--- src/rtl/plab4_net_arb_pkg.sv ---
// plab4_net_arb_pkg: shared constants and helpers for the input-control arbiter.
package plab4_net_arb_pkg;
    localparam int TERM = 0;
    localparam int CW = 1;
    localparam int CCW = 2;
    localparam int SLOT_NBITS = 8;
    function automatic int dom_nbits(input int n);
        return (n > 1) ? $clog2(n) : 1;
    endfunction
endpackage

--- src/rtl/plab4_net_route_compute.sv ---
// plab4_net_route_compute: per-domain route request from head-flit destination.
module plab4_net_route_compute
    import plab4_net_arb_pkg::*;
#(
    parameter int p_router_id = 0,
    parameter int p_num_routers = 8,
    parameter int p_num_ports = 3,
    parameter logic [p_num_ports-1:0] p_default_reqs = p_num_ports'(1),
    parameter int c_dest_nbits = $clog2(p_num_routers)
)(
    input  logic [c_dest_nbits-1:0] dest,
    input  logic                    val,
    output logic [p_num_ports-1:0]  reqs
);
    logic [c_dest_nbits:0] cw_dist;
    always_comb begin
        cw_dist = (dest >= c_dest_nbits'(p_router_id))
            ? {1'b0, dest} - (c_dest_nbits+1)'(p_router_id)
            : {1'b0, dest} + (c_dest_nbits+1)'(p_num_routers - p_router_id);
        // Equal distance both ways resolves clockwise.
        reqs = !val ? '0
             : (dest == c_dest_nbits'(p_router_id)) ? p_default_reqs
             : (2 * int'(cw_dist) <= p_num_routers) ? p_num_ports'(1) << CW
             : p_num_ports'(1) << CCW;
    end
endmodule

--- src/rtl/plab4_net_router_input_ctrl_arb_rr.sv ---
// plab4_net_router_input_ctrl_arb_rr: round-robin (or strict TDM when
// PLAB4_NET_ARB_TDM_EN is defined) selection among per-domain input buffers.
module plab4_net_router_input_ctrl_arb_rr
    import plab4_net_arb_pkg::*;
#(
    parameter int p_router_id = 0,
    parameter int p_num_routers = 8,
    parameter int p_num_domains = 2,
    parameter int p_num_ports = 3,
    parameter logic [p_num_ports-1:0] p_default_reqs = p_num_ports'(1),
    parameter int p_slot_cycles = 4,
    parameter int c_dest_nbits = $clog2(p_num_routers),
    parameter int c_dom_nbits = dom_nbits(p_num_domains)
)(
    input  logic                                  clk,
    input  logic                                  reset,
    input  logic [p_num_domains*c_dest_nbits-1:0] dest,
    input  logic [p_num_domains-1:0]              in_val,
    output logic [p_num_domains-1:0]              in_rdy,
    output logic [p_num_ports-1:0]                reqs,
    input  logic [p_num_ports-1:0]                grants,
    output logic [c_dom_nbits-1:0]                domain
);
    logic [p_num_ports-1:0] r [p_num_domains];
    logic [p_num_domains-1:0] pending;
    logic [c_dom_nbits-1:0] eff;
    logic xfer;

    genvar d;
    generate
        for (d = 0; d < p_num_domains; d++) begin : g_route
            plab4_net_route_compute #(
                .p_router_id    (p_router_id),
                .p_num_routers  (p_num_routers),
                .p_num_ports    (p_num_ports),
                .p_default_reqs (p_default_reqs),
                .c_dest_nbits   (c_dest_nbits)
            ) u_route (
                .dest (dest[d*c_dest_nbits +: c_dest_nbits]),
                .val  (in_val[d]),
                .reqs (r[d])
            );
            assign pending[d] = |r[d];
        end
    endgenerate

    assign xfer = |(r[eff] & grants);

    always_comb begin
        reqs = reset ? '0 : r[eff];
        domain = reset ? '0 : eff;
        in_rdy = '0;
        in_rdy[eff] = xfer & !reset;
    end

`ifdef PLAB4_NET_ARB_TDM_EN
    logic [SLOT_NBITS-1:0] slot_cnt;
    logic [c_dom_nbits-1:0] owner;

    assign eff = owner;

    always_ff @(posedge clk or posedge reset)
        if (reset) begin
            slot_cnt <= '0;
            owner <= '0;
        end else if (slot_cnt == SLOT_NBITS'(p_slot_cycles - 1)) begin
            slot_cnt <= '0;
            owner <= (owner == c_dom_nbits'(p_num_domains - 1)) ? '0 : owner + 1'b1;
        end else
            slot_cnt <= slot_cnt + 1'b1;
`else
    logic [c_dom_nbits-1:0] ptr, sel, pick;
    logic lock;

    // Scan downward so the nearest pending domain at or after ptr wins.
    always_comb begin
        pick = ptr;
        for (int i = p_num_domains - 1; i >= 0; i--)
            if (pending[c_dom_nbits'((int'(ptr) + i) % p_num_domains)])
                pick = c_dom_nbits'((int'(ptr) + i) % p_num_domains);
    end

    assign eff = lock ? sel : pick;

    // An issued but ungranted request holds the selection until granted or withdrawn.
    always_ff @(posedge clk or posedge reset)
        if (reset) begin
            ptr <= '0;
            sel <= '0;
            lock <= 1'b0;
        end else begin
            lock <= !xfer && pending[eff];
            if (xfer)
                ptr <= (eff == c_dom_nbits'(p_num_domains - 1)) ? '0 : eff + 1'b1;
            if (!xfer && pending[eff])
                sel <= eff;
        end
`endif
endmodule

--- config.mk ---
export PLATFORM = sky130hd
export DESIGN_NAME = plab4_net_router_input_ctrl_arb_rr
export DESIGN_NICKNAME = d
export VERILOG_FILES = /design/src/rtl/plab4_net_arb_pkg.sv /design/src/rtl/plab4_net_route_compute.sv /design/src/rtl/plab4_net_router_input_ctrl_arb_rr.sv
export SDC_FILE = /design/constraint.sdc
export NUM_CORES = 1
export LEC_CHECK = 0
export BUFFER_PORTS_ARGS = -buffer_cell sky130_fd_sc_hd__buf_2
export CAP_MARGIN = 40
export CORE_AREA = 10 10 47 49
export DETAILED_ROUTE_END_ITERATION = 16
export DIE_AREA = 0 0 57 59
export GPL_ROUTABILITY_DRIVEN = 0
export PLACE_DENSITY_LB_ADDON = 0.05
export SLEW_MARGIN = 20
export SYNTH_ARGS = -nofsm -noshare
export SYNTH_HDL_FRONTEND = slang
export SYNTH_HIERARCHICAL = 1
export SYNTH_SLANG_ARGS = --single-unit
--- constraint.sdc ---
create_clock -name clk -period 2.51 [get_ports clk]
set_input_delay 0 -clock clk [delete_from_list [all_inputs] [get_ports clk]]
set_output_delay 0 -clock clk [all_outputs]
set_load 0.005 [all_outputs]
==> results of run 1 <==
synth_stat cells:
| cell | instances | area (um^2) |
|---|---|---|
| sky130_fd_sc_hd__and2_2 | 1 | 7.51 |
| sky130_fd_sc_hd__inv_1 | 3 | 11.3 |
| sky130_fd_sc_hd__a21boi_0 | 1 | 7.51 |
| sky130_fd_sc_hd__or2b_1 | 1 | 7.51 |
| sky130_fd_sc_hd__a222oi_1 | 1 | 10.0 |
| sky130_fd_sc_hd__or2_1 | 2 | 12.5 |
| sky130_fd_sc_hd__mux2_4 | 1 | 15.0 |
| sky130_fd_sc_hd__dfrtp_1 | 3 | 75.1 |
| sky130_fd_sc_hd__and2_1 | 8 | 50.1 |
| sky130_fd_sc_hd__nor3_1 | 3 | 15.0 |
| sky130_fd_sc_hd__nand2_1 | 2 | 7.51 |
| sky130_fd_sc_hd__o31ai_1 | 1 | 7.51 |
| sky130_fd_sc_hd__mux2_2 | 4 | 45.0 |
| sky130_fd_sc_hd__nor2_1 | 4 | 15.0 |
| sky130_fd_sc_hd__mux2i_2 | 1 | 13.8 |
| sky130_fd_sc_hd__ha_1 | 4 | 50.1 |
| sky130_fd_sc_hd__or2_2 | 1 | 6.26 |
cells in the final DEF (no fill, tap or decap):
cell type,n
sky130_fd_sc_hd__buf_2,18
sky130_fd_sc_hd__and2_1,8
sky130_fd_sc_hd__mux2_2,4
sky130_fd_sc_hd__nor2_1,4
sky130_fd_sc_hd__ha_1,4
sky130_fd_sc_hd__inv_1,3
sky130_fd_sc_hd__nor3_1,3
sky130_fd_sc_hd__clkbuf_4,3
sky130_fd_sc_hd__dfrtp_1,3
sky130_fd_sc_hd__nand2_1,2
sky130_fd_sc_hd__or2_1,2
sky130_fd_sc_hd__buf_4,2
sky130_fd_sc_hd__mux2i_2,1
sky130_fd_sc_hd__mux2_4,1
sky130_fd_sc_hd__a222oi_1,1
sky130_fd_sc_hd__and2_2,1
sky130_fd_sc_hd__or2b_1,1
sky130_fd_sc_hd__or2_2,1
sky130_fd_sc_hd__a21boi_0,1
sky130_fd_sc_hd__o31ai_1,1
sky130_fd_sc_hd__clkbuf_1,1
sky130_fd_sc_hd__dlygate4sd3_1,1
cell families after synthesis:
| group | count (synthesis) |
|---|---|
| compound gates | 3 |
| mux | 6 |
| simple gates | 22 |
| flops | 3 |
| fa+ha+maj | 4 |
| buf+inv | 3 |
worst max path at each step:
stage	from	to	slack [ns]	cells past startpoint
6_report	lock$_DFF_PP0_	ptr$_DFFE_PP0N_	0.49	5
5_1_grt	lock$_DFF_PP0_	ptr$_DFFE_PP0N_	0.40	5
4_1_cts	lock$_DFF_PP0_	ptr$_DFFE_PP0N_	0.48	5
3_5_place_dp	lock$_DFF_PP0_	sel$_DFFE_PP0P_	0.48	5
3_3_place_gp	lock$_DFF_PP0_	sel$_DFFE_PP0P_	0.50	5
2_1_floorplan	lock$_DFF_PP0_	ptr$_DFFE_PP0N_	0.36	4
worst reg2reg max path, delay by kind of cell, from the launching register on:
family	cells	cell delay, ns
AO/OA/AOI/OAI	1	0.34
multiplexers	3	1.01
buffers and inverters	1	0.20
flip-flops	1	0.36
repair_timing:
item | 4_1_cts | 5_1_grt
hold endpoints to repair | 3 | 0
resized for setup | 0 | 0
hold buffers | 1 | 0
setup buffers | 0 | 0
layout make-up:
class | count | share of cell area
Timing Repair Buffer | 21 | 0.222
Sequential cell | 3 | 0.145
Multi-Input combinational cell | 35 | 0.522
Clock buffer | 4 | 0.0507
Inverter | 3 | 0.0217
Tap cell | 16 | 0.0386
flip-flops by register name, summed over array words and instances (netlist names):
| register | flops |
|---|---|
| lock | 1 |
| ptr | 1 |
| sel | 1 |
metal layers:
metal	track usage	up-vias	part of all wire
met3	0.0258	2	0.077
met2	0.0915	14	0.44
met4	0.0705	0	0.030
li1	-	190	-
met1	0.0668	152	0.45
met5	0	-	0
power groups by stage:
stage	clock, mW	sequential, mW	combinational (mW)
5_1_grt	0.0959	0.0960	0.244
3_5_place_dp	0	0.0944	0.217
3_3_place_gp	0	0.0946	0.218
2_1_floorplan	0	0.0897	0.143
4_1_cts	0.0884	0.0929	0.220
6_report	0.0845	0.0933	0.216
==> results.py, run 1 <==
metrics = {
    "detailed_routing": {
        "drt-pass1-iter-count": 4,
        "vias_per_cell": 4.37,
        "routedWlPerCell_um": 11.1,
        "first_iter_violations": 2,
        "num_vias": 358,
        "antenna_violating_nets_remaining": 0,
        "finalWirelength_um": 910,
        "drc": 0,
    },
    "critical_path": {
        "ff2ff_path_depth": 5,
        "crit_family": "multiplexers",
        "critical_path_peak_fanout": 5,
        "path_cells": "mux2i_2, mux2_4, a222oi_1, buf_4, mux2_2",
        "worst_setup_start_kind": "register",
        "crit-reg2reg-launch": "lock$_DFF_PP0_",
        "critical_path_buf_inv_count": 1,
        "reg2reg_slack_ns": 0.49,
        "crit_slowest_cell": "sky130_fd_sc_hd__dfrtp_1",
        "cp.required_ns": 2.62,
        "timing.critical_path.to_type": "register",
        "crit_type": "register to register",
        "r2r-end": "ptr$_DFFE_PP0N_",
        "max_stage_delay_ns": 0.36,
        "timing.critical_path.arrival_ns": 2.13,
    },
    "floorplan": {
        "fp.coreArea_mm2": 0.00140,
        "num_io_pins": 19,
        "die_area_mm2": 0.00336,
        "rows": 14,
        "floorplan.initialDensity": 0.254,
        "fp.dieW_um": 57,
        "chipHeight_um": 59,
    },
    "synthesis": {
        "synth.cell_area_um2": 357,
        "synth_top_family_by_area": "simple AND/OR/NAND/NOR gates",
        "yosysWarnings": 6,
        "synth_mux_area_frac": 0.207,
        "post_synth_num_cell_types": 17,
        "netlist_instances": 41,
        "synth_xor_area_frac": 0,
        "synth.avg_cell_area_um2": 8.70,
        "yosysSeqAreaShare": 0.211,
        "synth_simple_gate_area_share": 0.340,
        "synth_fa_ha_area_frac": 0.140,
        "synth-compound-area-share": 0.0702,
        "synth_nets": 58,
        "total_of_flip_flops_plus_latches_after_synthesis": 3,
    },
    "final_layout": {
        "layout.cell_area.non_filler_um2": 518,
        "layout-area-overhead-vs-synth_pct": 45.3,
        "final-instance-count-excl-fill": 82,
        "multi_input_comb_area_um2": 270,
        "register_area_um2": 75.1,
        "antenna-diode-count": 0,
        "final_layout_size_suffix_gt1_frac": 0.470,
        "fin_util": 0.370,
        "fill_cells": 161,
        "layout.nets": 84,
    },
    "sta": {
        "fin_crit_ns": 2.02,
        "final_max_slew_viol_count": 0,
        "fin_tns_setup_ns": 0,
        "fin_worst_hold_slack_ns": 0.232,
        "maximum_clock_skew_at_final_layout_ns": 0.00260,
        "hold_viol": 0,
        "final_critical_path_setup_slack_ns": 0.492,
        "slew_worst_pin_ns": 0.315,
        "max_clock_freq_ghz": 0.495,
        "timing.final.setup_violations": 0,
        "layout_worst_path_cycle_share": 0.804,
        "timing.max_slew.rel_slack": 0.786,
        "rsz_0062_raised_after_global_routing": "false",
    },
    "placement": {
        "cell_area_reported_after_detailed_placement_um2": 482,
        "placed_cells": 77,
        "buffer_ports.inserted": 18,
        "place_worst_setup_slack_ns": 0.477,
    },
    "clocking": {
        "clkLatencyLatePin_ns": 0.23,
        "tritoncts_num_sinks": 3,
        "numCtsBuffers": 3,
        "path_clk_slew_ns": 0.04,
        "cts-htree-levels": 1,
        "cts_root_buf": "sky130_fd_sc_hd__clkbuf_4",
        "clk_path_buf_depth": 2,
        "cts_tree": "yes",
    },
    "pwr": {
        "report.power.total_mw": 0.393,
        "p_leak_nw": 0.278,
        "power.share.combinational": 0.548,
        "power_switching_share": 0.342,
        "switching_power_mw": 0.134,
        "peakVddDrop_mv": 0.248,
        "p_int_mw": 0.259,
        "power_per_cell_area_mw_per_mm2": 759,
        "clock_power_share": 0.215,
        "portion_of_total_power_attributed_to_sequential_cells": 0.237,
    },
    "hold_path": {
        "worst_hold_path.num_cells": 4,
        "worstHoldStart": "grants[1]",
        "hold-path-endpoint": "lock$_DFF_PP0_",
        "worst_hold_path_type": "input port to register",
    },
    "grt": {
        "grt_pass1_wl_um": 1680,
        "globalRouteOverflowTotal": 0,
        "maximum_number_of_pins_on_one_net_before_global_route_repair": 8,
        "number_of_antenna_violations_at_the_first_check_in_global_routing": 0,
        "global_route.usage.total": 0.0641,
        "vias_in_the_first_global_route": 406,
    },
    "outcome": {
        "status": "completed",
    },
    "job": {
        "max_cap_violation_count": 0,
    },
}
(Power assumes the default switching activity.)
==> run 2, diff against run 1 <==
==> constraint.sdc (replaced) <==
create_clock -name clk -period 1.9 [get_ports clk]
set_input_delay 0 -clock clk [delete_from_list [all_inputs] [get_ports clk]]
set_output_delay 0 -clock clk [all_outputs]
set_load 0.005 [all_outputs]
==> run 2 against run 1 <==
Net effect:
- the run now ends with negative setup slack left
- via count increased by 8.9%
- clock skew is essentially flat
- register-to-register slack worse by 0.57 ns
- non-clock buffer count rose by 7
- sequential share of layout area is 1.8 points lower
- clock-buffer cell count unchanged
- worst setup slack got worse by 0.61 ns
==> results.py, run 2 (synthesis gave the netlist of run 1 again) <==
metrics = {
    "critical_path": {
        "cp.required_ns": 1.90,
        "timing.critical_path.arrival_ns": 2.02,
        "crit_type": "register to primary output",
        "worst_setup_start_kind": "register",
        "timing.critical_path.to_type": "primary output",
        "critical_path_peak_fanout": 5,
        "reg2reg_slack_ns": -0.08,
    },
    "grt": {
        "maximum_number_of_pins_on_one_net_before_global_route_repair": 8,
        "vias_in_the_first_global_route": 462,
        "number_of_antenna_violations_at_the_first_check_in_global_routing": 0,
        "grt_pass1_wl_um": 1840,
        "globalRouteOverflowTotal": 0,
        "global_route.usage.total": 0.0692,
    },
    "clocking": {
        "numCtsBuffers": 3,
        "clkLatencyLatePin_ns": 0.23,
        "clk_path_buf_depth": 2,
        "cts-htree-levels": 1,
        "cts_root_buf": "sky130_fd_sc_hd__clkbuf_4",
        "path_clk_slew_ns": 0.04,
        "cts_tree": "yes",
        "tritoncts_num_sinks": 3,
    },
    "final_layout": {
        "layout.cells.most_common_list": "sky130_fd_sc_hd__buf_2, sky130_fd_sc_hd__and2_1, sky130_fd_sc_hd__buf_4",
        "antenna-diode-count": 0,
        "layout_commonest_cell": "sky130_fd_sc_hd__buf_2",
        "layout.cell_area.non_filler_um2": 592,
        "final_layout_size_suffix_gt1_frac": 0.534,
        "layout.nets": 91,
        "largestRegisters": "lock x1, ptr x1, sel x1",
        "layout-area-overhead-vs-synth_pct": 66.0,
    },
    "placement": {
        "buffer_ports.inserted": 18,
        "dpl.hpwl_um": 835,
        "cell_area_reported_after_detailed_placement_um2": 528,
        "place_worst_setup_slack_ns": -0.103,
    },
    "floorplan": {
        "chipHeight_um": 59,
        "fp.dieW_um": 57,
        "num_io_pins": 19,
        "die_area_mm2": 0.00336,
        "fp.coreArea_mm2": 0.00140,
        "rows": 14,
        "floorplan.initialDensity": 0.254,
    },
    "sta": {
        "fin_tns_setup_ns": -0.397,
        "max_clock_freq_ghz": 0.495,
        "slew_worst_pin_ns": 0.241,
        "timing.final.setup_violations": 4,
        "timing.max_slew.rel_slack": 0.836,
        "hold_viol": 0,
        "maximum_clock_skew_at_final_layout_ns": 0.00294,
        "layout_worst_path_cycle_share": 1.06,
        "final_critical_path_setup_slack_ns": -0.119,
        "fin_crit_ns": 2.02,
        "rsz_0062_raised_after_global_routing": "true",
        "final_max_slew_viol_count": 0,
    },
    "pwr": {
        "power_per_cell_area_mw_per_mm2": 1130,
        "report.power.total_mw": 0.666,
        "peakVddDrop_mv": 0.329,
        "p_leak_nw": 0.318,
    },
    "detailed_routing": {
        "drt-pass1-iter-count": 4,
        "num_vias": 390,
        "vias_per_cell": 4.38,
        "antenna_violating_nets_remaining": 0,
        "drc": 0,
        "routedWlPerCell_um": 10.5,
        "finalWirelength_um": 933,
        "first_iter_violations": 12,
    },
    "hold_path": {
        "worst_hold_path_type": "input port to asynchronous set/reset pin",
    },
    "job": {
        "max_cap_violation_count": 0,
    },
    "outcome": {
        "failing_checks": "negative setup slack",
        "status": "finished, violations left",
    },
}
==> run 2: changes by cell type in the layout (fill, tap and decap cells not counted) <==
| cell | previous run | this run |
|---|---|---|
| sky130_fd_sc_hd__mux2_4 | 1 | 2 |
| sky130_fd_sc_hd__mux2_2 | 4 | 3 |
| sky130_fd_sc_hd__mux2i_2 | 1 | 0 |
| sky130_fd_sc_hd__nor3_2 | 0 | 1 |
| sky130_fd_sc_hd__nor3_1 | 3 | 2 |
| sky130_fd_sc_hd__mux2i_4 | 0 | 1 |
| sky130_fd_sc_hd__buf_4 | 2 | 8 |
| sky130_fd_sc_hd__buf_6 | 0 | 1 |
==> run 2: metrics by stage <==
step                hold slack [ns]   util  cells
detailed placement          -0.0670  0.377     82
finish                        0.241  0.422     89
global placement            -0.0582  0.377     82
global route                  0.277  0.422     89
CTS                           0.237  0.413     88
floorplan                    -0.223      -     41
==> run 2: path summary, 6_finish.rpt <==
kind	startpoint	to	depth (start not counted)
worst max-delay path	lock$_DFF_PP0_	in_rdy[1]	7
worst min-delay path	reset	lock$_DFF_PP0_	3
worst max register to register	lock$_DFF_PP0_	sel$_DFFE_PP0P_	5
worst min register to register	ptr$_DFFE_PP0N_	ptr$_DFFE_PP0N_	2
max in group asynchronous	reset	sel$_DFFE_PP0P_	3
min in group clk	grants[1]	ptr$_DFFE_PP0N_	4
==> run 2: area by class of cell <==
cell class | count | area, um^2
Clock buffer | 4 | 26.3
Fill cell | 160 | 810
Inverter | 3 | 11.3
Multi-Input combinational cell | 35 | 288
Sequential cell | 3 | 75.1
Tap cell | 16 | 20.0
Timing Repair Buffer | 28 | 171
==> run 2: worst max-delay path, cell delays in order (launching register included) <==
cell                       delay [ns]
sky130_fd_sc_hd__dfrtp_1         0.39
sky130_fd_sc_hd__mux2i_4         0.32
sky130_fd_sc_hd__mux2_4          0.33
sky130_fd_sc_hd__a222oi_1        0.31
sky130_fd_sc_hd__buf_4           0.19
sky130_fd_sc_hd__buf_6           0.10
sky130_fd_sc_hd__nor3_2          0.03
sky130_fd_sc_hd__buf_2           0.12
==> run 2: repair_timing <==
| action | CTS | global route |
|---|---|---|
| endpoints found under the setup margin | 5 | 5 |
| resized for setup | 2 | 1 |
| hold buffers | 1 | 0 |
| pin swaps | 1 | 2 |
| setup buffers | 1 | 1 |
| endpoints found under the hold margin | 3 | 0 |
==> run 2: power by group <==
part / total, mW / switching, mW / internal, mW
Sequential: 0.129 / 0.0326 / 0.0964
Combinational: 0.426 / 0.148 / 0.278
Clock: 0.111 / 0.0324 / 0.0787
==> run 2: layer usage <==
| layer | vias up | GRT usage | wire length, um |
|---|---|---|---|
| met4 | 0 | 0.0604 | 0 |
| li1 | 203 | - | - |
| met5 | - | 0 | 0 |
| met1 | 174 | 0.0595 | 370 |
| met3 | 0 | 0.0365 | 68 |
| met2 | 13 | 0.116 | 495 |
